`src/rtl/lp_tree_deserializer_pkg.sv`:
```
// Shared types and helpers for the low-power tree serdes receive path.
package lp_serdes_pkg;

  typedef enum logic [1:0] {
    StHunt,
    StAcquire,
    StLocked
  } rx_state_e;

  localparam logic [7:0] SyncWordDefault = 8'hB8;

  // Width of a counter that spans slot 0 (sync) through slot frame_words.
  function automatic int unsigned word_cnt_w(input int unsigned frame_words);
    return (frame_words < 1) ? 1 : $clog2(frame_words + 1);
  endfunction

endpackage

```
`src/rtl/lp_tree_deserializer_if.sv`:
```
// Serial-in / word-out bundle of the tree deserializer.
interface lp_tree_deserializer_if #(
  parameter int unsigned Width = 8
);
  logic             din_i;
  logic             en_i;
  logic [Width-1:0] data_o;
  logic             valid_o;
  logic             locked_o;
  logic             sync_err_o;

  // Driver side (pad / stimulus).
  modport master (
    output din_i, en_i,
    input  data_o, valid_o, locked_o, sync_err_o
  );

  // Deserializer side.
  modport slave (
    input  din_i, en_i,
    output data_o, valid_o, locked_o, sync_err_o
  );
endinterface

```
`src/rtl/lp_tree_deserializer_shift.sv`:
```
// Bit shifter with in-word bit counter and word-boundary strobe.
module lp_deser_shift #(
  parameter int unsigned Width = 8
) (
  input  logic             clk_i,
  input  logic             rst_i,
  input  logic             en_i,
  input  logic             din_i,
  input  logic             count_en_i,
  output logic [Width-1:0] sr_next_o,
  output logic             word_done_o
);

  localparam int unsigned BitCntW = $clog2(Width);
  localparam logic [BitCntW-1:0] BitLast = BitCntW'(Width - 1);

  logic [Width-1:0]   sr_q;
  logic [BitCntW-1:0] bit_cnt_q, bit_cnt_d;

  // Comparisons downstream see the word including this cycle's bit.
  assign sr_next_o   = {sr_q[Width-2:0], din_i};
  assign word_done_o = en_i && count_en_i && (bit_cnt_q == BitLast);

  // Bit position only advances while framed; held at 0 while hunting.
  always_comb begin
    bit_cnt_d = bit_cnt_q;
    if (!count_en_i) begin
      bit_cnt_d = '0;
    end else if (en_i) begin
      bit_cnt_d = (bit_cnt_q == BitLast) ? '0 : bit_cnt_q + BitCntW'(1);
    end
  end

  // Shift register and bit counter state.
  always_ff @(posedge clk_i or negedge rst_i) begin
    if (!rst_i) begin
      sr_q      <= '0;
      bit_cnt_q <= '0;
    end else begin
      if (en_i) begin
        sr_q <= sr_next_o;
      end
      bit_cnt_q <= bit_cnt_d;
    end
  end

endmodule

```
`src/rtl/lp_tree_deserializer.sv`:
```
// Frame-locking deserializer: hunts for the sync word, acquires lock over
// several frames, then emits aligned data words with a one-cycle strobe.
module lp_tree_deserializer
  import lp_serdes_pkg::*;
#(
  parameter int unsigned     Width      = 8,
  parameter logic [Width-1:0] SyncWord  = Width'(SyncWordDefault),
  parameter int unsigned     FrameWords = 4,
  parameter int unsigned     LockFrames = 2,
  parameter int unsigned     MissLimit  = 2
) (
  input  logic                  clk_i,
  input  logic                  rst_i,
  lp_tree_deserializer_if.slave bus_io
);

  localparam int unsigned WcW = word_cnt_w(FrameWords);
  localparam int unsigned GcW = $clog2(LockFrames + 1);
  localparam int unsigned McW = $clog2(MissLimit + 1);

  localparam logic [WcW-1:0] WordLast   = WcW'(FrameWords);
  localparam logic [GcW-1:0] GoodTarget = GcW'(LockFrames);
  localparam logic [McW-1:0] MissTarget = McW'(MissLimit);

  rx_state_e        state_q, state_d;
  logic [WcW-1:0]   word_cnt_q, word_cnt_d;
  logic [GcW-1:0]   good_cnt_q, good_cnt_d;
  logic [McW-1:0]   miss_cnt_q, miss_cnt_d;
  logic [Width-1:0] data_q, data_d;
  logic             valid_q, valid_d;
  logic             sync_err_q, sync_err_d;

  logic [Width-1:0] sr_next;
  logic             word_done;
  logic             sync_hit;
  logic             sync_slot;
  logic [WcW-1:0]   word_cnt_inc;

  lp_deser_shift #(
    .Width(Width)
  ) u_shift (
    .clk_i      (clk_i),
    .rst_i      (rst_i),
    .en_i       (bus_io.en_i),
    .din_i      (bus_io.din_i),
    .count_en_i (state_q != StHunt),
    .sr_next_o  (sr_next),
    .word_done_o(word_done)
  );

  assign sync_hit     = (sr_next == SyncWord);
  assign sync_slot    = (word_cnt_q == '0);
  assign word_cnt_inc = (word_cnt_q == WordLast) ? '0 : word_cnt_q + WcW'(1);

  // Framing FSM: next state, slot counters and output pulses.
  always_comb begin
    state_d    = state_q;
    word_cnt_d = word_cnt_q;
    good_cnt_d = good_cnt_q;
    miss_cnt_d = miss_cnt_q;
    data_d     = data_q;
    valid_d    = 1'b0;
    sync_err_d = 1'b0;

    unique case (state_q)
      StHunt: begin
        // No word alignment here, so every bit position is a candidate.
        if (bus_io.en_i && sync_hit) begin
          word_cnt_d = WcW'(1);
          good_cnt_d = GcW'(1);
          miss_cnt_d = '0;
          state_d    = (LockFrames <= 1) ? StLocked : StAcquire;
        end
      end

      StAcquire: begin
        if (word_done) begin
          word_cnt_d = word_cnt_inc;
          if (sync_slot) begin
            if (sync_hit) begin
              good_cnt_d = good_cnt_q + GcW'(1);
              if (good_cnt_d == GoodTarget) begin
                state_d    = StLocked;
                miss_cnt_d = '0;
              end
            end else begin
              sync_err_d = 1'b1;
              state_d    = StHunt;
              word_cnt_d = '0;
              good_cnt_d = '0;
              miss_cnt_d = '0;
            end
          end
        end
      end

      StLocked: begin
        if (word_done) begin
          word_cnt_d = word_cnt_inc;
          if (sync_slot) begin
            if (sync_hit) begin
              miss_cnt_d = '0;
            end else begin
              // Flywheel: keep alignment until too many misses in a row.
              sync_err_d = 1'b1;
              miss_cnt_d = miss_cnt_q + McW'(1);
              if (miss_cnt_d == MissTarget) begin
                state_d    = StHunt;
                word_cnt_d = '0;
                good_cnt_d = '0;
                miss_cnt_d = '0;
              end
            end
          end else begin
            data_d  = sr_next;
            valid_d = 1'b1;
          end
        end
      end

      default: begin
        state_d = StHunt;
      end
    endcase
  end

  // Framing state and registered outputs.
  always_ff @(posedge clk_i or negedge rst_i) begin
    if (!rst_i) begin
      state_q    <= StHunt;
      word_cnt_q <= '0;
      good_cnt_q <= '0;
      miss_cnt_q <= '0;
      data_q     <= '0;
      valid_q    <= 1'b0;
      sync_err_q <= 1'b0;
    end else begin
      state_q    <= state_d;
      word_cnt_q <= word_cnt_d;
      good_cnt_q <= good_cnt_d;
      miss_cnt_q <= miss_cnt_d;
      data_q     <= data_d;
      valid_q    <= valid_d;
      sync_err_q <= sync_err_d;
    end
  end

  assign bus_io.data_o     = data_q;
  assign bus_io.valid_o    = valid_q;
  assign bus_io.locked_o   = (state_q == StLocked);
  assign bus_io.sync_err_o = sync_err_q;

  // Bit counting is disabled while hunting, so a match never lands on a boundary.
  hunt_no_word_done_a: assert property (@(posedge clk_i) disable iff (!rst_i)
    !(state_q == StHunt && word_done));

  // A slot is either a sync slot or a data slot, never both.
  pulse_excl_a: assert property (@(posedge clk_i) disable iff (!rst_i)
    !(valid_q && sync_err_q));

endmodule

```
`src/flat_wrapper.sv`:
```
// flat-port wrapper written by rule: the top's interface ports become plain ports
module lp_tree_deserializer_flat import lp_serdes_pkg::*;
#(
  parameter int unsigned     Width      = 8,
  parameter logic [Width-1:0] SyncWord  = Width'(SyncWordDefault),
  parameter int unsigned     FrameWords = 4,
  parameter int unsigned     LockFrames = 2,
  parameter int unsigned     MissLimit  = 2
)
  (clk_i, rst_i, bus_io_din_i, bus_io_en_i, bus_io_data_o, bus_io_valid_o, bus_io_locked_o, bus_io_sync_err_o);
  lp_tree_deserializer_if #(.Width(Width)) bus_io_i ();
  input  logic clk_i;
  input  logic rst_i;
  input wire logic [$bits(bus_io_i.din_i)-1:0] bus_io_din_i;
  input wire logic [$bits(bus_io_i.en_i)-1:0] bus_io_en_i;
  output wire logic [$bits(bus_io_i.data_o)-1:0] bus_io_data_o;
  output wire logic [$bits(bus_io_i.valid_o)-1:0] bus_io_valid_o;
  output wire logic [$bits(bus_io_i.locked_o)-1:0] bus_io_locked_o;
  output wire logic [$bits(bus_io_i.sync_err_o)-1:0] bus_io_sync_err_o;
  assign bus_io_i.din_i = bus_io_din_i;
  assign bus_io_i.en_i = bus_io_en_i;
  assign bus_io_data_o = bus_io_i.data_o;
  assign bus_io_valid_o = bus_io_i.valid_o;
  assign bus_io_locked_o = bus_io_i.locked_o;
  assign bus_io_sync_err_o = bus_io_i.sync_err_o;
  lp_tree_deserializer #(.Width(Width), .SyncWord(SyncWord), .FrameWords(FrameWords), .LockFrames(LockFrames), .MissLimit(MissLimit)) u_core (.clk_i(clk_i), .rst_i(rst_i), .bus_io(bus_io_i));
endmodule
```
`config.mk`:
```
export PLATFORM = sky130hd
export DESIGN_NAME = lp_tree_deserializer_flat
export DESIGN_NICKNAME = d
export VERILOG_FILES = /design/src/rtl/lp_tree_deserializer_pkg.sv /design/src/rtl/lp_tree_deserializer_if.sv /design/src/rtl/lp_tree_deserializer_shift.sv /design/src/rtl/lp_tree_deserializer.sv /design/src/flat_wrapper.sv
export SDC_FILE = /design/constraint.sdc
export NUM_CORES = 1
export LEC_CHECK = 0
export CAP_MARGIN = 20
export CORE_MARGIN = 5
export CORE_UTILIZATION = 53
export CTS_CLUSTER_DIAMETER = 150
export DETAILED_ROUTE_END_ITERATION = 6
export PLACE_DENSITY = 0.75
export SYNTH_ARGS = -nofsm -noshare
export SYNTH_HDL_FRONTEND = slang
export SYNTH_SLANG_ARGS = --single-unit
export TNS_END_PERCENT = 1
```
`constraint.sdc`:
```
create_clock -name clk_i -period 2.6 [get_ports clk_i]
set_input_delay 0.52 -clock clk_i [delete_from_list [all_inputs] [get_ports clk_i]]
set_output_delay 0.52 -clock clk_i [all_outputs]
set_load 0.02 [all_outputs]
```
; Word-level counts from Yosys, hierarchy flattened
; Cells that the tools add are included.
[totals]
latch_bits = 0
mem_count = 0
word_cells = 87
romBits = 0
inputBits = 4
mem_bits_rw = 0
regBits = 29
[classes]
n_mul = 0
bitwise_logic = 1
mux = 44
n_div = 0
n_addsub = 4
shift = 0
reduce_logical = 13
magnitude_cmp = 0
eq_ne = 16
[ops]
columns = op, n
row1 = $mux 2, 21
row2 = $mux 3, 12
row3 = $pmux 2 s3, 3
row4 = $reduce_and 8->1, 2
row5 = $ne 2x1->1 const B, 5
row6 = $pmux 3 s3, 1
row7 = $eq 8x8->1 const B, 1
row8 = $mux 1, 7
row9 = $reduce_and 7->1, 1
row10 = $add 3x1->3 const B, 2
row11 = $eq 2x2->1 const B, 3
row12 = $eq 3x3->1 const B, 2
row13 = $ne 2x2->1 const B, 3
row14 = $add 2x1->2 const B, 2
row15 = $reduce_and 4->1, 1
row16 = $logic_and 1x1->1, 3
row17 = $logic_not 3->1, 1
row18 = $ne 3x3->1 const B, 1
row19 = $reduce_and 3->1, 1
row20 = $reduce_bool 3->1, 1
row21 = $eq 2x1->1 const B, 1
row22 = $logic_not 2->1, 1
row23 = $reduce_bool 2->1, 1
row24 = $reduce_or 2->1, 1
row25 = $not 1->1, 1

; Logic depth before layout (Yosys ltp)
; Gate-level depths: netlist (run 1).
[depth]
depth_word = 7
depth_mapped = 8

; By module
; From an unflattened synthesis (run 1), not the netlist that was laid out.
[unflattened]
cells_unflattened = 117
hier_area_um2 = 1473.9
[by_module_without_submodules]
columns = mod, area_each_um2, n_inst, seq_area_each_um2, cells_each
row1 = lp_tree_deserializer, 1036.0, 1, 475.5, 88
row2 = lp_deser_shift, 437.9, 1, 250.2, 29

; Worst setup path after synthesis (run 1)
; OpenSTA, ideal clock, no wires.
[synth_path]
kind = register to register
from = reg u_core.state_q[0]
to = reg u_core.miss_cnt_q[0]
path_slack_ns = 0.444
period_less_slack_ns = 2.156
arrival_ns = 2.028
stages_incl_launch_ff = 8
setup_ns = 0.128
path_cell_list = dfrtp_1 > inv_1 > ha_1 > or2_1 > clkbuf_1 > a221o_2 > nor3_2 > mux2_1
[synth_via]
elab_cells_between_ends = 15
classes_between = eq/ne (8) / mux (1) / reduce/logical (6)
[synth_rtl]
columns = element, line_no
row1 = "start, declared", lp_tree_deserializer.sv:25  ; rx_state_e state_q, state_d;
row2 = "start signal, assigned", lp_tree_deserializer.sv:130  ; state_q <= StHunt;
row3 = "start signal, assigned", lp_tree_deserializer.sv:138  ; state_q <= state_d;
row4 = $eq 2x2->1 *, -
row5 = named net bus_io_locked_o, flat_wrapper.sv:18  ; output wire logic [$bits(bus_io_i.locked_o)-1:0] bus_io_locked_o;
row6 = $ne 2x1->1 (no source line) or $reduce_bool 3->1 (tied branches), -
row7 = $reduce_and 7->1 (no source line), -
row8 = "end signal, assigned", lp_tree_deserializer.sv:141  ; miss_cnt_q <= miss_cnt_d;
row9 = "end, declared", lp_tree_deserializer.sv:28  ; logic [McW-1:0] miss_cnt_q, miss_cnt_d;
; The timed path passes the listed nets; every way through them passes the cells marked *.
; A chain may end at the register's enable or synchronous reset.

; Worst setup path after layout (run 1)
[layout_path]
from = reg u_core.state_q[0]
to = out bus_io_locked_o
[layout_via]
elab_chain_cells = 1
[layout_rtl]
columns = element, line_no
row1 = $eq 2x2->1, lp_tree_deserializer.sv:150  ; assign bus_io.locked_o = (state_q == StLocked);
row2 = "end, declared", flat_wrapper.sv:18
; No other way between the ends.

==> results by stage, run 1 <==
STA:
- The relative max-transition margin is 69.7%.
- Across the routed clock network, the largest skew measured is 0.00878 ns.
- The hold slack is 0.511 ns.
- The share of the cycle needed by the critical path after routing is 90.9%.
- The final setup violation count is 0.
- The number of max-slew violations in the final report is 0.
- The final critical path time including I/O delays and setup is 2.36 ns.
- Timing would allow up to 0.423 GHz.
- Setup repair after global routing left no endpoint under its margin.
- At the pin with the least slew margin, the transition time is 0.455 ns.
- The hold violation count in the final report is 0.
- Summed over all failing endpoints, the final setup total negative slack is 0 ns.

Setup path:
- The largest single stage delay on the critical path is 0.66 ns.
- The endpoint of the worst-slack reg-to-reg timing path is u_core.miss_cnt_q[0]$_DFFE_PN0P_.
- In this run the worst setup path begins at u_core.state_q[0]$_DFFE_PN0P_.
- Data on the critical path is required at its endpoint by 2.08 ns.
- The worst setup path is of the reg -> out kind.
- The critical path arrival is 1.84 ns.
- The cell count of the worst reg-to-reg path is 6.
- The standard cell with the maximum stage delay on the critical path is sky130_fd_sc_hd__clkdlybuf4s50_1.
- The critical path launch point type is a flip-flop.
- The critical path endpoint category is a primary output.
- The critical path ends at bus_io_locked_o.
- The worst setup slack for register-to-register paths is 0.39 ns.
- Traced cell by cell, the critical path runs through inv_1, ha_1, clkdlybuf4s50_1.
- Along the worst path, the maximum fanout reaches 7.
- The source of the worst register-to-register timing path is u_core.state_q[0]$_DFFE_PN0P_.

Yosys:
- The number of different library cells used by synthesis comes to 36.
- The synthesis-stage register bit count is 29.
- The yosys synthesis warning count is 0.
- The netlist area before placement is 1440 µm².
- Dividing the synthesized area by the synthesized cell count gives 12.4 µm².
- The post-synth net total is 129.
- The number of standard cells after synthesis is 116.
- Of the synthesized area, sequential elements account for 50.4%.

Flow run:
- The number of max-capacitance violations reported is 0.

Placed design:
- At the end of routability-driven placement, the weighted congestion stood at 0.979.
- The placed wire-length estimate after detailed placement is 1.94 mm.
- The count of buffers from port buffering is 14.
- Once placement completed, the tool counted placed cells totaling 164.

Hold path:
- The startpoint identified for the worst hold timing path is u_core.bus_io.data_o[2]$_DFFE_PN0P_.
- The class of the tightest hold or removal check is reg -> reg.

Route:
- The via count of the routed design is 977.
- The detail-routed via count per cell is 5.68.
- Once detail routing completed, the nets flagged for antenna violations numbered 0.
- Before antenna repair, the detailed router went through 4 iterations.
- Summed over all layers, the routed wires come to 2.68 mm.
- The highest signal layer in the routed design is met4.
- Wire segments on met2 add up to 1.27 mm in the final route.
- The number of design-rule violations left by the first detailed-router iteration is 59.
- The final routed wire length divided by cell count is 15.6 µm.
- The total length of routed met3 wires is 162 µm.
- The post-route DRC violation count is 0.
- In the final routing, the length of wire on met1 measures 1.19 mm.

Clocking:
- Hold repair after CTS inserted 0 buffers.
- In this run, post-CTS repair resized a total of 0 instances.
- The clock tree from TritonCTS is done.
- The worst-case clock buffer depth is 2.
- TritonCTS created 5 clock buffers.
- The cell chosen for the clock root is sky130_fd_sc_hd__clkbuf_4.
- The number of clock sinks seen by CTS is 29.
- The H-tree was split into 2 levels.
- In this run the post-CTS setup repair buffer count came out at 0.
- The clock-pin slew reported for the worst setup and hold paths after clock tree synthesis is 0.09 ns.
- The clock insertion delay at the later pin of the skew report is 0.33 ns.

Status:
- The run finished with clean final reports.

Global routing:
- The initial antenna violation count was 0.
- The total overflow left after global routing is 0.
- The wire length of the first global-routing pass is 4.87 mm.
- The number of global-route vias before repair is 1,065.
- The maximum number of pins on one net before global-route repair is 30.
- The total routing usage reported by global routing is 15.8%.

Die:
- The overall die height is 62.1 µm.
- The area of the core region is 2690 µm².
- The die covers 3860 µm².
- The floorplan step set the die width to 62.1 µm.
- The number of primary I/O pins is 15.
- The starting density of the core is 53.6%.
- The standard-cell row count is 19.

Finish:
- The repair_antennas step left the layout with diodes totalling 0.
- Counting the fill cells in the layout gives 216.
- The net total in the final layout is 153.
- The count of non-filler cells in the finished layout is 172.
- The area growth from synthesis to final layout is 18.9%.
- The layout cell share with drive strength beyond 1 is 27.0%.

Power and ir drop:
- Across the VDD grid, the largest voltage drop is 0.000542 V.
- The static leakage power is 0.000809 µW.
- For this design the ratio of total power to cell area is 812 nW/µm².
[kinds of logic after synthesis]
| logic type | Yosys count | share of synthesized area [%] |
|---|---|---|
| mux | 22 | 16.9 |
| compound gates | 16 | 8.34 |
| fa+ha+maj | 9 | 7.82 |
| simple gates | 30 | 13.3 |
| flops | 29 | 50.4 |
| buf+inv | 10 | 3.30 |
[routing by layer]
layer  track usage (%)  vias up
met5                 0        -
li1                  -      464
met3              5.23        6
met4              8.13        0
met1              19.1      477
met2              25.0       30
[sequential cells by signal, indices dropped and copies added (netlist names)]
register,flops
u_core.miss_cnt_q,2
u_core.bus_io.sync_err_o,1
u_core.u_shift.sr_q,7
u_core.word_cnt_q,3
u_core.state_q,2
u_core.bus_io.data_o,8
u_core.bus_io.valid_o,1
u_core.u_shift.bit_cnt_q,3
u_core.good_cnt_q,2
[where the power goes]
part | leakage [µW] | switching [µW] | internal [µW]
Combinational | 0.000388 | 256 | 228
Sequential | 0.000379 | 64.7 | 525
Clock | 0.0000413 | 160 | 156
Total | 0.000809 | 481 | 910
[placed cells by master (no fill, tap or decap)]
cell type	n
sky130_fd_sc_hd__mux2i_1	4
sky130_fd_sc_hd__a22oi_1	1
sky130_fd_sc_hd__clkdlybuf4s50_1	14
sky130_fd_sc_hd__clkbuf_8	2
sky130_fd_sc_hd__nor3_1	3
sky130_fd_sc_hd__a221o_2	1
sky130_fd_sc_hd__clkinv_2	1
sky130_fd_sc_hd__o41ai_1	1
sky130_fd_sc_hd__and4b_2	1
sky130_fd_sc_hd__o21a_1	1
sky130_fd_sc_hd__nand3_1	4
sky130_fd_sc_hd__a21oi_1	3
sky130_fd_sc_hd__dfrtp_1	29
sky130_fd_sc_hd__o21ai_1	1
sky130_fd_sc_hd__buf_4	6
sky130_fd_sc_hd__o32a_1	1
sky130_fd_sc_hd__or3b_2	1
sky130_fd_sc_hd__nor4b_4	1
sky130_fd_sc_hd__nand2b_1	1
sky130_fd_sc_hd__nand2_1	5
sky130_fd_sc_hd__o21ai_0	3
sky130_fd_sc_hd__or2b_1	1
sky130_fd_sc_hd__a211oi_2	1
sky130_fd_sc_hd__nor2_1	6
sky130_fd_sc_hd__clkbuf_4	5
sky130_fd_sc_hd__and3_1	1
sky130_fd_sc_hd__mux2_2	16
sky130_fd_sc_hd__a221oi_1	1
sky130_fd_sc_hd__o41a_1	1
sky130_fd_sc_hd__or2_1	1
sky130_fd_sc_hd__nand3b_1	2
sky130_fd_sc_hd__mux2_1	2
sky130_fd_sc_hd__o31ai_1	1
sky130_fd_sc_hd__nand3_2	1
sky130_fd_sc_hd__nor3_2	1
sky130_fd_sc_hd__and3b_2	1
sky130_fd_sc_hd__inv_1	7
sky130_fd_sc_hd__ha_1	9
[worst min path at each step]
stage	slack [ns]	end	depth (start not counted)
2_1_floorplan	0.22	u_core.bus_io.data_o[0]$_DFFE_PN0P_	0
3_3_place_gp	0.48	u_core.miss_cnt_q[1]$_DFFE_PN0P_	1
3_5_place_dp	0.49	u_core.bus_io.data_o[2]$_DFFE_PN0P_	1
4_1_cts	0.51	u_core.bus_io.data_o[2]$_DFFE_PN0P_	1
5_1_grt	0.54	u_core.bus_io.data_o[2]$_DFFE_PN0P_	1
6_report	0.51	u_core.bus_io.data_o[2]$_DFFE_PN0P_	1
[worst max-delay path, delay by kind of cell (launching register included)]
family | cells | cell delay, ns
fa+ha+maj | 1 | 0.32
buf+inv | 2 | 0.76
flops | 1 | 0.43
[layout make-up]
type	instances	area (µm²)	area share [%]
clock buffer	7	65.1	3.80
clock inverter	1	5.00	0.292
inverter	7	26.3	1.53
multi-input combinational	77	667	38.9
sequential	29	726	42.4
tap	31	38.8	2.26
timing repair buffer	20	185	10.8
[stage by stage]
stage / area (µm²) / worst slack (ns) / util (%) / power, µW
floorplan: 1440 / 0.444 / - / 940
global placement: 1640 / 0.0857 / 61.2 / 1050
detailed placement: 1640 / 0.00263 / 61.2 / 1080
CTS: 1710 / 0.221 / 63.8 / 1400
global route: 1710 / 0.138 / 63.8 / 1490
finish: 1710 / 0.236 / 63.8 / 1390
[Yosys cell counts]
cell type,n,area (µm²)
sky130_fd_sc_hd__a22oi_1,1,7.51
sky130_fd_sc_hd__o21ai_0,3,15.0
sky130_fd_sc_hd__a221o_2,1,11.3
sky130_fd_sc_hd__inv_1,7,26.3
sky130_fd_sc_hd__or2b_1,1,7.51
sky130_fd_sc_hd__a211oi_2,1,12.5
sky130_fd_sc_hd__a221oi_1,1,8.76
sky130_fd_sc_hd__and3b_2,1,10.0
sky130_fd_sc_hd__o21a_1,1,7.51
sky130_fd_sc_hd__dfrtp_1,29,726
sky130_fd_sc_hd__o31ai_1,1,7.51
sky130_fd_sc_hd__clkbuf_1,1,3.75
sky130_fd_sc_hd__clkbuf_8,1,13.8
sky130_fd_sc_hd__ha_1,9,113
sky130_fd_sc_hd__nor2_1,6,22.5
sky130_fd_sc_hd__buf_1,1,3.75
sky130_fd_sc_hd__nand2b_1,1,6.26
sky130_fd_sc_hd__mux2_2,16,180
sky130_fd_sc_hd__o32a_1,1,10.0
sky130_fd_sc_hd__or2_1,1,6.26
sky130_fd_sc_hd__o21ai_1,1,5.00
sky130_fd_sc_hd__nand2_1,5,18.8
sky130_fd_sc_hd__a21oi_1,3,15.0
sky130_fd_sc_hd__nand3b_1,2,15.0
sky130_fd_sc_hd__o41ai_1,1,8.76
sky130_fd_sc_hd__nor4b_4,1,23.8
sky130_fd_sc_hd__mux2_1,2,22.5
sky130_fd_sc_hd__and3_1,1,6.26
sky130_fd_sc_hd__o41a_1,1,11.3
sky130_fd_sc_hd__nor3_2,1,10.0
sky130_fd_sc_hd__nand3_1,4,20.0
sky130_fd_sc_hd__and4b_2,1,11.3
sky130_fd_sc_hd__nor3_1,3,15.0
sky130_fd_sc_hd__or3b_2,1,8.76
sky130_fd_sc_hd__mux2i_1,4,40.0
sky130_fd_sc_hd__nand3_2,1,10.0
Power figures use the tool's default switching activity.
==> run 2: changes to the inputs <==
ABC_AREA = 0   (was not set)
==> results of run 2 <==
No change in the layout: final DEF, timing and power equal those of run 1.
==> run 3: changes to the inputs <==
SLEW_MARGIN = 30   (was not set)
==> results of run 3 <==
No change in the layout: final DEF, timing and power equal those of run 1.
==> RTL change, RTL diff (settings of run 1) <==
`FrameWords` is set to 4 in 2 places; all go to 8.
--- a/src/rtl/lp_tree_deserializer.sv
+++ b/src/rtl/lp_tree_deserializer.sv
@@ -7,3 +7,3 @@
   parameter logic [Width-1:0] SyncWord  = Width'(SyncWordDefault),
-  parameter int unsigned     FrameWords = 4,
+  parameter int unsigned     FrameWords = 8,
   parameter int unsigned     LockFrames = 2,
--- a/src/flat_wrapper.sv
+++ b/src/flat_wrapper.sv
@@ -5,3 +5,3 @@
   parameter logic [Width-1:0] SyncWord  = Width'(SyncWordDefault),
-  parameter int unsigned     FrameWords = 4,
+  parameter int unsigned     FrameWords = 8,
   parameter int unsigned     LockFrames = 2,
Behaviour: same outputs for any inputs over 10 cycles, from zero or initial values and one cycle with rst_i low; that may be too few to reach the edited logic, so the function may still have changed.
==> RTL change against run 1 <==
  * Final cell count grew 6.4%
  * Setup slack improved by 0.0017 ns
  * Register-to-register slack better by 0.13 ns
  * Total power is 6.4% lower
  * Global-route usage increased by 0.84 points
  * Die area grew 6.7%
  * Sequential power grew 2%
  * Combinational power shrank 34%
  * Sequential cell count is 1 higher
  * Clock power rose by 21%
  * Synthesized area up 8.0%
  * Routed wire length rose by 7.7%
  * Cell area up 6.1%
==> RTL change: results (changes against run 1) <==
dpl hpwl 2.11 mm (+9.1%); switching part of the total 29.7% (-4.8 points); WL/cell 15.8 um (+1.2%); Peak VDD IR 0.644 mV (+19%); Avg Cell Area, Syn 11.8 sq um (-5.1%); Critical Path Fanout Max 8 (+1); DP Area 1740 sq um (+5.7%); synth top area cells dfrtp_1 48%, mux2_2 12%, ha_1 7.2%; multi-input gate count 87 (+13%); worst clock skew 0.0117 ns (+0.00289 ns); Placed Cells 176 (+7.3%); # fillers 222 (+2.8%); Final Util 65.4% (+1.6 points); Adder-Cell Fraction of Synth Area 7.24% (-0.58 points); worst hold margin 0.514 ns (+0.00256 ns); synth cell count leaders 30 x dfrtp_1, 17 x mux2_2, 10 x inv_1; Mapped Nets 145 (+12%); r2r worst-path depth 7 (+1); Leak 0.839 nW (+3.7%); status finished clean; nets 165 (+7.8%); Via density 5.67 (-0.14%); clock network area share 4.47% (+0.38 points); post-synthesis mux area share 14.9% (-2.0 points); Antenna diodes 0 (unchanged); Max transition margin 75.6% (+5.9 points); Fmax achieved 423 MHz (about the same); Initial DRC Count 27 (-54%); Plain + repair buffers 18 (-10%); Reg2Reg Setup Slack 0.52 ns (+0.13 ns); sequential share of the synthesized area 48.3% (-2.1 points); multi-input combinational area share 40.7% (+1.7 points); clock buffers 6 (-1); layout cell share with drive strength beyond 1 24.3% (-2.6 points); Non-clock buffer share 9.36% (-1.5 points); Seq/total area 41.3% (-1.1 points); Global Route Usage Sum 16.7% (+0.84 points); hold path depth 1 (unchanged); largest net degree at the start of global routing 31 (+3.3%); post-placement worst setup slack 0.230 ns (+0.228 ns); Finished Cell Area 1820 sq um (+6.1%); vias in the first global route 1072 (+0.66%); global-route wire length before repair 5.20 mm (+6.8%); Via Count 1038 (+6.2%)
## RTL change: routing by layer
layer | vias to the layer above | wire (um) | track usage [%]
met5 | - | 0 | 0
met4 | 0 | 55 | 7.38
met3 | 4 | 135 | 5.60
met2 | 21 | 1380 | 25.9
met1 | 502 | 1320 | 21.1
li1 | 511 | - | -
## RTL change: power by group through the flow
stage / combinational [mW] / sequential (mW) / clock, mW
finish: 0.318 / 0.603 / 0.381
global route: 0.363 / 0.615 / 0.410
CTS: 0.320 / 0.602 / 0.389
detailed placement: 0.317 / 0.611 / 0
global placement: 0.301 / 0.605 / 0
floorplan: 0.252 / 0.591 / 0
## RTL change: worst max path at each step
stage	endpoint	cells past startpoint
after CTS	bus_io_locked_o	3
after global routing	bus_io_locked_o	3
after detailed placement	u_core.word_cnt_q[0]	6
final	bus_io_locked_o	3
after global placement	u_core.word_cnt_q[0]	6
after floorplan	u_core.word_cnt_q[0]	7
